<file path="config.mk">
export PLATFORM = sky130hd
export DESIGN_NAME = sync_fifo_param
export DESIGN_NICKNAME = d
export VERILOG_FILES = /design/src/rtl/fifo_pkg.sv /design/src/rtl/fifo_mem.sv /design/src/rtl/sync_fifo_param.sv
export SDC_FILE = /design/constraint.sdc
export NUM_CORES = 1
export LEC_CHECK = 0
export BUFFER_PORTS_ARGS = -buffer_cell sky130_fd_sc_hd__clkbuf_2
export CORE_MARGIN = 2
export CORE_UTILIZATION = 40
export CTS_CLUSTER_DIAMETER = 60
export DETAILED_ROUTE_END_ITERATION = 12
export GPL_TIMING_DRIVEN = 0
export MAX_ROUTING_LAYER = met4
export PLACE_DENSITY_LB_ADDON = 0.1
export SYNTH_ARGS = -nofsm -noshare
export SYNTH_HDL_FRONTEND = slang
export SYNTH_SLANG_ARGS = --single-unit
</file>
<file path="constraint.sdc">
create_clock -name clk -period 2.87 [get_ports clk]
set_clock_uncertainty 0.05 [all_clocks]
set_input_delay 0.287 -clock clk [delete_from_list [all_inputs] [get_ports clk]]
set_output_delay 0.287 -clock clk [all_outputs]
set_load 0.01 [all_outputs]
</file>
<file path="src/rtl/fifo_pkg.sv">
// fifo_pkg: shared FIFO state encoding and width helpers
package fifo_pkg;
  typedef enum logic [1:0] {EMPTY, PARTIAL, FULL} fifo_state_t;
  function automatic int cnt_w(input int depth);
    return $clog2(depth + 1);
  endfunction
  function automatic int ptr_w(input int depth);
    return depth > 1 ? $clog2(depth) : 1;
  endfunction
endpackage

</file>
<file path="src/rtl/fifo_mem.sv">
// fifo_mem: DATA_W x DEPTH register array, sync write, async read
module fifo_mem
  import fifo_pkg::*;
#(
  parameter int DATA_W = 8,
  parameter int DEPTH = 10
) (
  input  logic                      clk,
  input  logic                      i_we,
  input  logic [ptr_w(DEPTH)-1:0]   i_waddr,
  input  logic [DATA_W-1:0]         i_wdata,
  input  logic [ptr_w(DEPTH)-1:0]   i_raddr,
  output logic [DATA_W-1:0]         o_rdata
);
  logic [DATA_W-1:0] r_mem [DEPTH];
  // storage is never reset; contents are don't-care until written
  always_ff @(posedge clk)
    if (i_we) r_mem[i_waddr] <= i_wdata;
  assign o_rdata = r_mem[i_raddr];
endmodule

</file>
<file path="src/rtl/sync_fifo_param.sv">
// sync_fifo_param: parametrised single-clock FIFO with flags, errors and optional FWFT
module sync_fifo_param
  import fifo_pkg::*;
#(
  parameter int DATA_W = 8,
  parameter int DEPTH = 10,
  parameter int AF_LEVEL = DEPTH - 2,
  parameter int AE_LEVEL = 2,
  parameter int FWFT = 0
) (
  input  logic                     clk,
  input  logic                     rst,
  input  logic                     wr_en,
  input  logic [DATA_W-1:0]        din,
  input  logic                     rd_en,
  output logic [DATA_W-1:0]        dout,
  output logic                     dout_valid,
  output logic                     full,
  output logic                     empty,
  output logic                     almost_full,
  output logic                     almost_empty,
  output logic [cnt_w(DEPTH)-1:0]  count,
  output logic                     overflow,
  output logic                     underflow
);
  localparam int CNT_W = cnt_w(DEPTH);
  localparam int PTR_W = ptr_w(DEPTH);
  localparam logic [PTR_W-1:0] LAST = PTR_W'(DEPTH - 1);
  localparam logic [CNT_W-1:0] FULL_CNT = CNT_W'(DEPTH);
  localparam logic [CNT_W-1:0] AF_CNT = CNT_W'(AF_LEVEL);
  localparam logic [CNT_W-1:0] AE_CNT = CNT_W'(AE_LEVEL);

  fifo_state_t r_state, w_state_next;
  logic [PTR_W-1:0] r_wr_ptr, r_rd_ptr;
  logic [CNT_W-1:0] r_count, w_count_next;
  logic [DATA_W-1:0] r_dout, w_rdata;
  logic r_dout_valid, r_ovf, r_udf, w_wr_acc, w_rd_acc;

  // explicit wrap so non-power-of-two depths work
  function automatic logic [PTR_W-1:0] inc(input logic [PTR_W-1:0] p);
    return p == LAST ? '0 : p + PTR_W'(1);
  endfunction

  fifo_mem #(.DATA_W(DATA_W), .DEPTH(DEPTH)) u_mem (
    .clk     (clk),
    .i_we    (w_wr_acc),
    .i_waddr (r_wr_ptr),
    .i_wdata (din),
    .i_raddr (r_rd_ptr),
    .o_rdata (w_rdata)
  );

  // acceptance from start-of-cycle state; a pop frees room for a write when full
  always_comb begin
    w_rd_acc = rd_en & (r_state != EMPTY);
    w_wr_acc = wr_en & ((r_state != FULL) | w_rd_acc);
    w_count_next = r_count + CNT_W'(w_wr_acc) - CNT_W'(w_rd_acc);
  end

  // state register
  always_ff @(posedge clk or posedge rst)
    if (rst) r_state <= EMPTY;
    else r_state <= w_state_next;

  // next-state logic
  always_comb begin
    w_state_next = r_state;
    case (r_state)
      EMPTY:   w_state_next = w_wr_acc ? PARTIAL : EMPTY;
      PARTIAL: w_state_next = w_count_next == FULL_CNT ? FULL : w_count_next == '0 ? EMPTY : PARTIAL;
      FULL:    w_state_next = (w_rd_acc & ~w_wr_acc) ? PARTIAL : FULL;
      default: w_state_next = EMPTY;
    endcase
  end

  // pointers, occupancy, error pulses and registered read data
  always_ff @(posedge clk or posedge rst)
    if (rst) begin
      r_wr_ptr <= '0;
      r_rd_ptr <= '0;
      r_count <= '0;
      r_ovf <= 1'b0;
      r_udf <= 1'b0;
      r_dout <= '0;
      r_dout_valid <= 1'b0;
    end else begin
      r_wr_ptr <= w_wr_acc ? inc(r_wr_ptr) : r_wr_ptr;
      r_rd_ptr <= w_rd_acc ? inc(r_rd_ptr) : r_rd_ptr;
      r_count <= w_count_next;
      r_ovf <= wr_en & ~w_wr_acc;
      r_udf <= rd_en & ~w_rd_acc;
      r_dout <= (FWFT == 0 && w_rd_acc) ? w_rdata : r_dout;
      r_dout_valid <= (FWFT == 0) & w_rd_acc;
    end

  // outputs purely from registered state; FWFT exposes the head word directly
  always_comb begin
    full = r_state == FULL;
    empty = r_state == EMPTY;
    almost_full = r_count >= AF_CNT;
    almost_empty = r_count <= AE_CNT;
    count = r_count;
    overflow = r_ovf;
    underflow = r_udf;
    dout = FWFT != 0 ? (empty ? '0 : w_rdata) : r_dout;
    dout_valid = FWFT != 0 ? ~empty : r_dout_valid;
  end
endmodule

</file>
# Word-level counts from Yosys, hierarchy flattened
# Memories as Yosys holds them, arrays and structs flattened. A register that Yosys moved wholly into a read port is not among the register bits.
# Index checks and enable logic that the tools add are counted.
word_totals:
  ram_bits: 80
  register_bits: 17
  mem_count: 1
  wordCells: 40
  out_inout_bits: 19
  in_bits: 12
mem_list:
  columns: ["name", "words", "word_bits", "rd", "rd_clocked_by_memory_dff", "write_ports", "line_no", "rtl"]
  rows:
  - ["u_mem.r_mem", 10, 8, 1, 1, 1, "fifo_mem.sv:15", "logic [DATA_W-1:0] r_mem [DEPTH];"]
op_classes:
  muxes: 9
  reduce_logical: 3
  n_eq_ne: 6
  bitwise_logic: 8
  n_addsub: 4
  magnitude_cmp: 2
op_table:
  columns: ["op", "count"]
  rows:
  - ["$eq A4 B4 Y1 const B", 3]
  - ["$add A4 B1 Y4 const B", 2]
  - ["$mux W4", 2]
  - ["$pmux W2 S3", 1]
  - ["$and A1 B1 Y1", 5]
  - ["$add A4 B1 Y4", 1]
  - ["$ge A4 B4 Y1 const B", 1]
  - ["$le A4 B2 Y1 const B", 1]
  - ["$logic_not A4 Y1", 1]
  - ["$mux W1", 4]
  - ["$mux W2", 2]
  - ["$sub A4 B1 Y4", 1]
  - ["$eq A2 B1 Y1 const B", 1]
  - ["$eq A2 B2 Y1 const B", 1]
  - ["$logic_not A2 Y1", 1]
  - ["$ne A2 B2 Y1 const B", 1]
  - ["$not A1 Y1", 2]
  - ["$reduce_bool A2 Y1", 1]
  - ["$or A1 B1 Y1", 1]

# Logic depth before layout (Yosys ltp)
logic_depth:
  ltp_word: 10
  mapped_depth: 11
  mapped_depth_nobuf: 11

# By module
# From an unflattened synthesis, not the netlist that was laid out.
hier_totals:
  cells_unflattened: 295
  hier_area_um2: 4458.0
modules_own_cells:
  columns: ["module", "area_each_um2", "cells_each", "instances", "seq_area_each_um2"]
  rows:
  - ["fifo_mem", 3241.9, 181, 1, 2402.3]
  - ["sync_fifo_param", 1216.2, 114, 1, 625.6]

# Least setup slack after synthesis
# OpenSTA, ideal clock, no wires.
synth_path:
  path_kind: "flip-flop to flip-flop"
  startpoint: "register r_state[1]"
  endpoint: "register r_state[1]"
  required_ns: 2.755
  setup_ns: 0.065
  stages_incl_launch_ff: 12
  path_slack_ns: 0.025
  period_less_slack_ns: 2.845
  arrival_ns: 2.730
  n_path_buf: 0
  path_cell_list: "dfrtp_1 -> o21ai_1 -> inv_1 -> ha_1 -> inv_1 -> ha_1 -> inv_1 -> fa_1 -> xor2_1 -> or3b_2 -> nor3_1 -> a22o_1"
synth_between:
  elab_chain_cells: 9
  elab_cells_between_ends: 16
  classes_between: "add/sub (2); eq/ne (4); mux (3); bitwise (5); reduce/logical (2)"
synth_lines:
  columns: ["element", "line_no", "rtl"]
  rows:
  - ["start: declaration", "sync_fifo_param.sv:33", "fifo_state_t r_state, w_state_next;"]
  - ["start signal: assignment", "sync_fifo_param.sv:63", "else r_state <= w_state_next;"]
  - ["$reduce_bool A2 Y1 (*)", "sync_fifo_param.sv:55", "w_rd_acc = rd_en & (r_state != EMPTY);"]
  - ["$and A1 B1 Y1 (*)", "sync_fifo_param.sv:55", null]
  - ["via w_rd_acc", "sync_fifo_param.sv:37", "logic r_dout_valid, r_ovf, r_udf, w_wr_acc, w_rd_acc;"]
  - ["$or A1 B1 Y1", "sync_fifo_param.sv:56", "w_wr_acc = wr_en & ((r_state != FULL) | w_rd_acc);"]
  - ["$and A1 B1 Y1", "sync_fifo_param.sv:56", null]
  - ["$add A4 B1 Y4", "sync_fifo_param.sv:57", "w_count_next = r_count + CNT_W'(w_wr_acc) - CNT_W'(w_rd_acc);"]
  - ["$sub A4 B1 Y4 (*)", "sync_fifo_param.sv:57", null]
  - ["via w_count_next[2]", "sync_fifo_param.sv:35", "logic [CNT_W-1:0] r_count, w_count_next;"]
  - ["$eq A4 B4 Y1 (*)", "sync_fifo_param.sv:70", "PARTIAL: w_state_next = w_count_next == FULL_CNT ? FULL : w_count_next == '0 ? EMPTY : PARTIAL;"]
  - ["$mux W2 (*)", "sync_fifo_param.sv:70", null]
  - ["$pmux W2 S3 (*)", "sync_fifo_param.sv:68", "case (r_state)"]
  - ["via w_state_next[1]", "sync_fifo_param.sv:33", null]
# Mark *: on every way through the listed nets, which the timed path passes. The rest lies on a longest branch.
# A chain may end at the register's enable or synchronous reset.

# Worst setup path after layout
layout_path:
  startpoint: "register r_state[0]"
  endpoint: "register r_state[1]"
# Same word-level chain as after synthesis.

==> metrics <==
Overall Global Routing Usage 17.0%; #FFs+latches synth 105; critical path's largest stage delay 0.45 ns; CTS Root Cell clkbuf_8; reg2reg start r_state[0]$_DFF_PP0_; P per Cell Area 947 nW/um2; Setup Viol. Count Final 0; Overflow after GRT 0; Setup TNS Final 0 ns; CP arrival 2.91 ns; Rel. slew slack 31.3%; YS warnings 0; Critical path origin r_state[0]$_DFF_PP0_; Crit. End Element flop; CP delay by family, top adder cells; critical path, cell by cell buf_12, o21ai_4, inv_1, ha_1, inv_1, ha_1, inv_1, fa_1, xor2_1, or3b_4, nor3_2, a22o_1; Max Cap Violations 0; sw frac 34.5%; Clock Tree Buf Depth 2; hold_buf cts 0; Worst R2R End r_state[1]$_DFF_PP0_; drt wl/cell 18.8 um; WP depth 12; min-delay worst type in2async; Worst Tran Pin Value 1.03 ns; overall power 4.74 mW; Boundary Pins 31; Post-Syn Instances 261; CTS Buf Count 9; final period utilization 92.6%; first-pass GRT wire length 13700 um; sw power 1.63 mW; clock latency on the worst-skew pair 0.37 ns; row count 38; fin. max-slew vios 0; Area Growth Syn to Fin 15.4%; initial DRC count 115; CP endpoint r_state[1]$_DFF_PP0_; Final ANT Viol Nets 0; largest net degree at the start of global routing 26; Initial Util 40.5%; VDD IR-drop max 388 uV; Setup Crit Path Kind reg2reg; Fillers 931; core area 10700 um2; DPL Wire Length 5720 um; final hold viol count 0; worst reg2reg path depth 12; CTS tree built; die height 108 um; WP buf/inv 4; chip width 108 um; WL final 8550 um; Post-Syn Area 4330 um2; initial antenna violation count 0; fmax 0.376 GHz; Leak 1.91 nW; Max Fanout on Critical Path 5; Crit path top cell by count inv_1; register area share after synthesis 69.9%; RSZ-0062 raised after global routing no; CP max-delay cell dfrtp_2; required time worst endpoint 3.12 ns; share of layout cells above drive strength 1 25.9%; DRC violations left 0; Avg Inst Size Synth 16.6 um2; die area 11700 um2; Reg clk slew, reported paths 0.11 ns; Pint 3.10 mW; vias in the first global route 2378; Diodes inserted 0; routability-driven placement congestion ratio 0.741; Yosys cell types 40; Reg power frac 43.7%; top cells by area, synth edfxtp_1 55%, dfrtp_1 14%, mux4_1 7.9%; most common cell after layout, fill and taps aside edfxtp_1; status completed; DR vias 2348; reg-to-reg slack, setup 0.21 ns; fin crit period 2.66 ns; Yosys top cell area share 55.4%; fin nets 330; vias per cell 5.15; number of clock sinks 105; clock power share 18.5%; largest area contributor in the netlist edfxtp_1; Worst setup SP type flop; most frequent cells in the layout 80 x edfxtp_1, 30 x clkbuf_2, 23 x dfrtp_1, 17 x nand2_1, 13 x mux4_1; Comb power frac 37.8%; number of port buffers 30; DRT Pass-1 Iters 5; Max H-tree Level 3; post-synthesis net count 280
-- power groups by stage --
stage	sequential (mW)	clock [mW]	combinational [mW]
finish	2.07	0.876	1.79
global route	2.11	0.973	2.00
CTS	2.08	0.903	1.79
detailed placement	2.11	0	1.77
global placement	2.10	0	1.71
floorplan	2.11	0	1.20
-- per-layer routing --
metal  routed length (um)  part of all wire [%]  global-route usage (%)  vias up
li1                     -                     -                       -     1102
met1                 3810                    44                    21.6     1195
met2                 4350                    51                    27.4       38
met3                  227                   2.7                    2.35       13
met4                  163                   1.9                    7.42        0
met5                    0                     0                       -        -
-- Yosys cell counts (all sizes together) --
master   instances
dfrtp           25
mux2i           12
xnor3            1
inv             12
nand3            2
clkbuf           5
edfxtp          80
and2             1
o21ai           12
o31ai            2
a21o             3
xnor2            5
nand2b           3
or3b             1
nor3b            2
o21bai           1
o2111ai          2
nor2b            3
nor3             6
a221o            1
mux2             7
ha               6
nand2           17
mux4            14
a22o             1
nor2             6
o211ai           2
nor4             4
nand3b           1
a21boi           1
fa               1
a22oi            1
and3             2
buf              9
xor2             1
a21oi            9
-- flip-flops by register name, indices dropped and copies added, names as in the netlist --
signal,flops
dout_valid,1
dout,8
r_wr_ptr,4
r_state,2
underflow,1
u_mem.r_mem,80
overflow,1
r_rd_ptr,4
count,4
-- worst reg2reg max path: cells and delay by family (launching register included) --
family / cells / cell delay [ns]
buffers and inverters: 4 / 0.33
XOR/XNOR: 1 / 0.18
AO/OA/AOI/OAI: 2 / 0.27
flip-flops: 1 / 0.45
AND/OR/NAND/NOR: 2 / 0.49
adder cells (fa/ha/maj): 3 / 0.82
-- metrics by stage --
stage	setup WS, ns	hold slack, ns	area (um2)	utilization, %	instances
after detailed placement	-0.571	0.407	4740	44.3	437
after CTS	0.0171	0.119	4970	46.4	455
final	0.212	0.0758	5000	46.8	456
after global placement	-0.576	0.400	4660	43.6	431
after global routing	0.0447	0.179	5000	46.8	456
after floorplan	0.0246	0.264	4330	-	261
-- repair_timing --
item,in CTS,in global routing
pin swaps,2,0
buffers inserted,2,1
endpoints found under the setup margin,2,2
gates resized for setup,5,5
-- cell families after synthesis --
group	count (synthesis)	share of synthesized area (%)
simple gates	48	5.51
mux	33	13.0
fa+ha+maj	7	2.19
compound gates	35	4.99
buf+inv	26	2.71
flops	105	69.9
xor+xnor	7	1.73
-- worst min-delay path by stage --
stage,start,to
floorplan,rst,count[0]$_DFF_PP0_
global route,rst,dout[3]$_DFFE_PP0P_
detailed placement,dout[6]$_DFFE_PP0P_,dout[6]$_DFFE_PP0P_
CTS,rst,dout[3]$_DFFE_PP0P_
global placement,dout[2]$_DFFE_PP0P_,dout[2]$_DFFE_PP0P_
finish,rst,dout[3]$_DFFE_PP0P_
-- layout make-up --
cell class	instances	area, um2	area share, %
plain buffers	14	72.6	1.45
repair buffers	39	234	4.68
clock buffers	9	124	2.48
multi-input cells	130	1260	25.2
inverters	12	45.0	0.900
clock inverters	7	60.1	1.20
flip-flops and latches	105	3030	60.6
well taps	140	175	3.50
(Power assumes the default switching activity.)
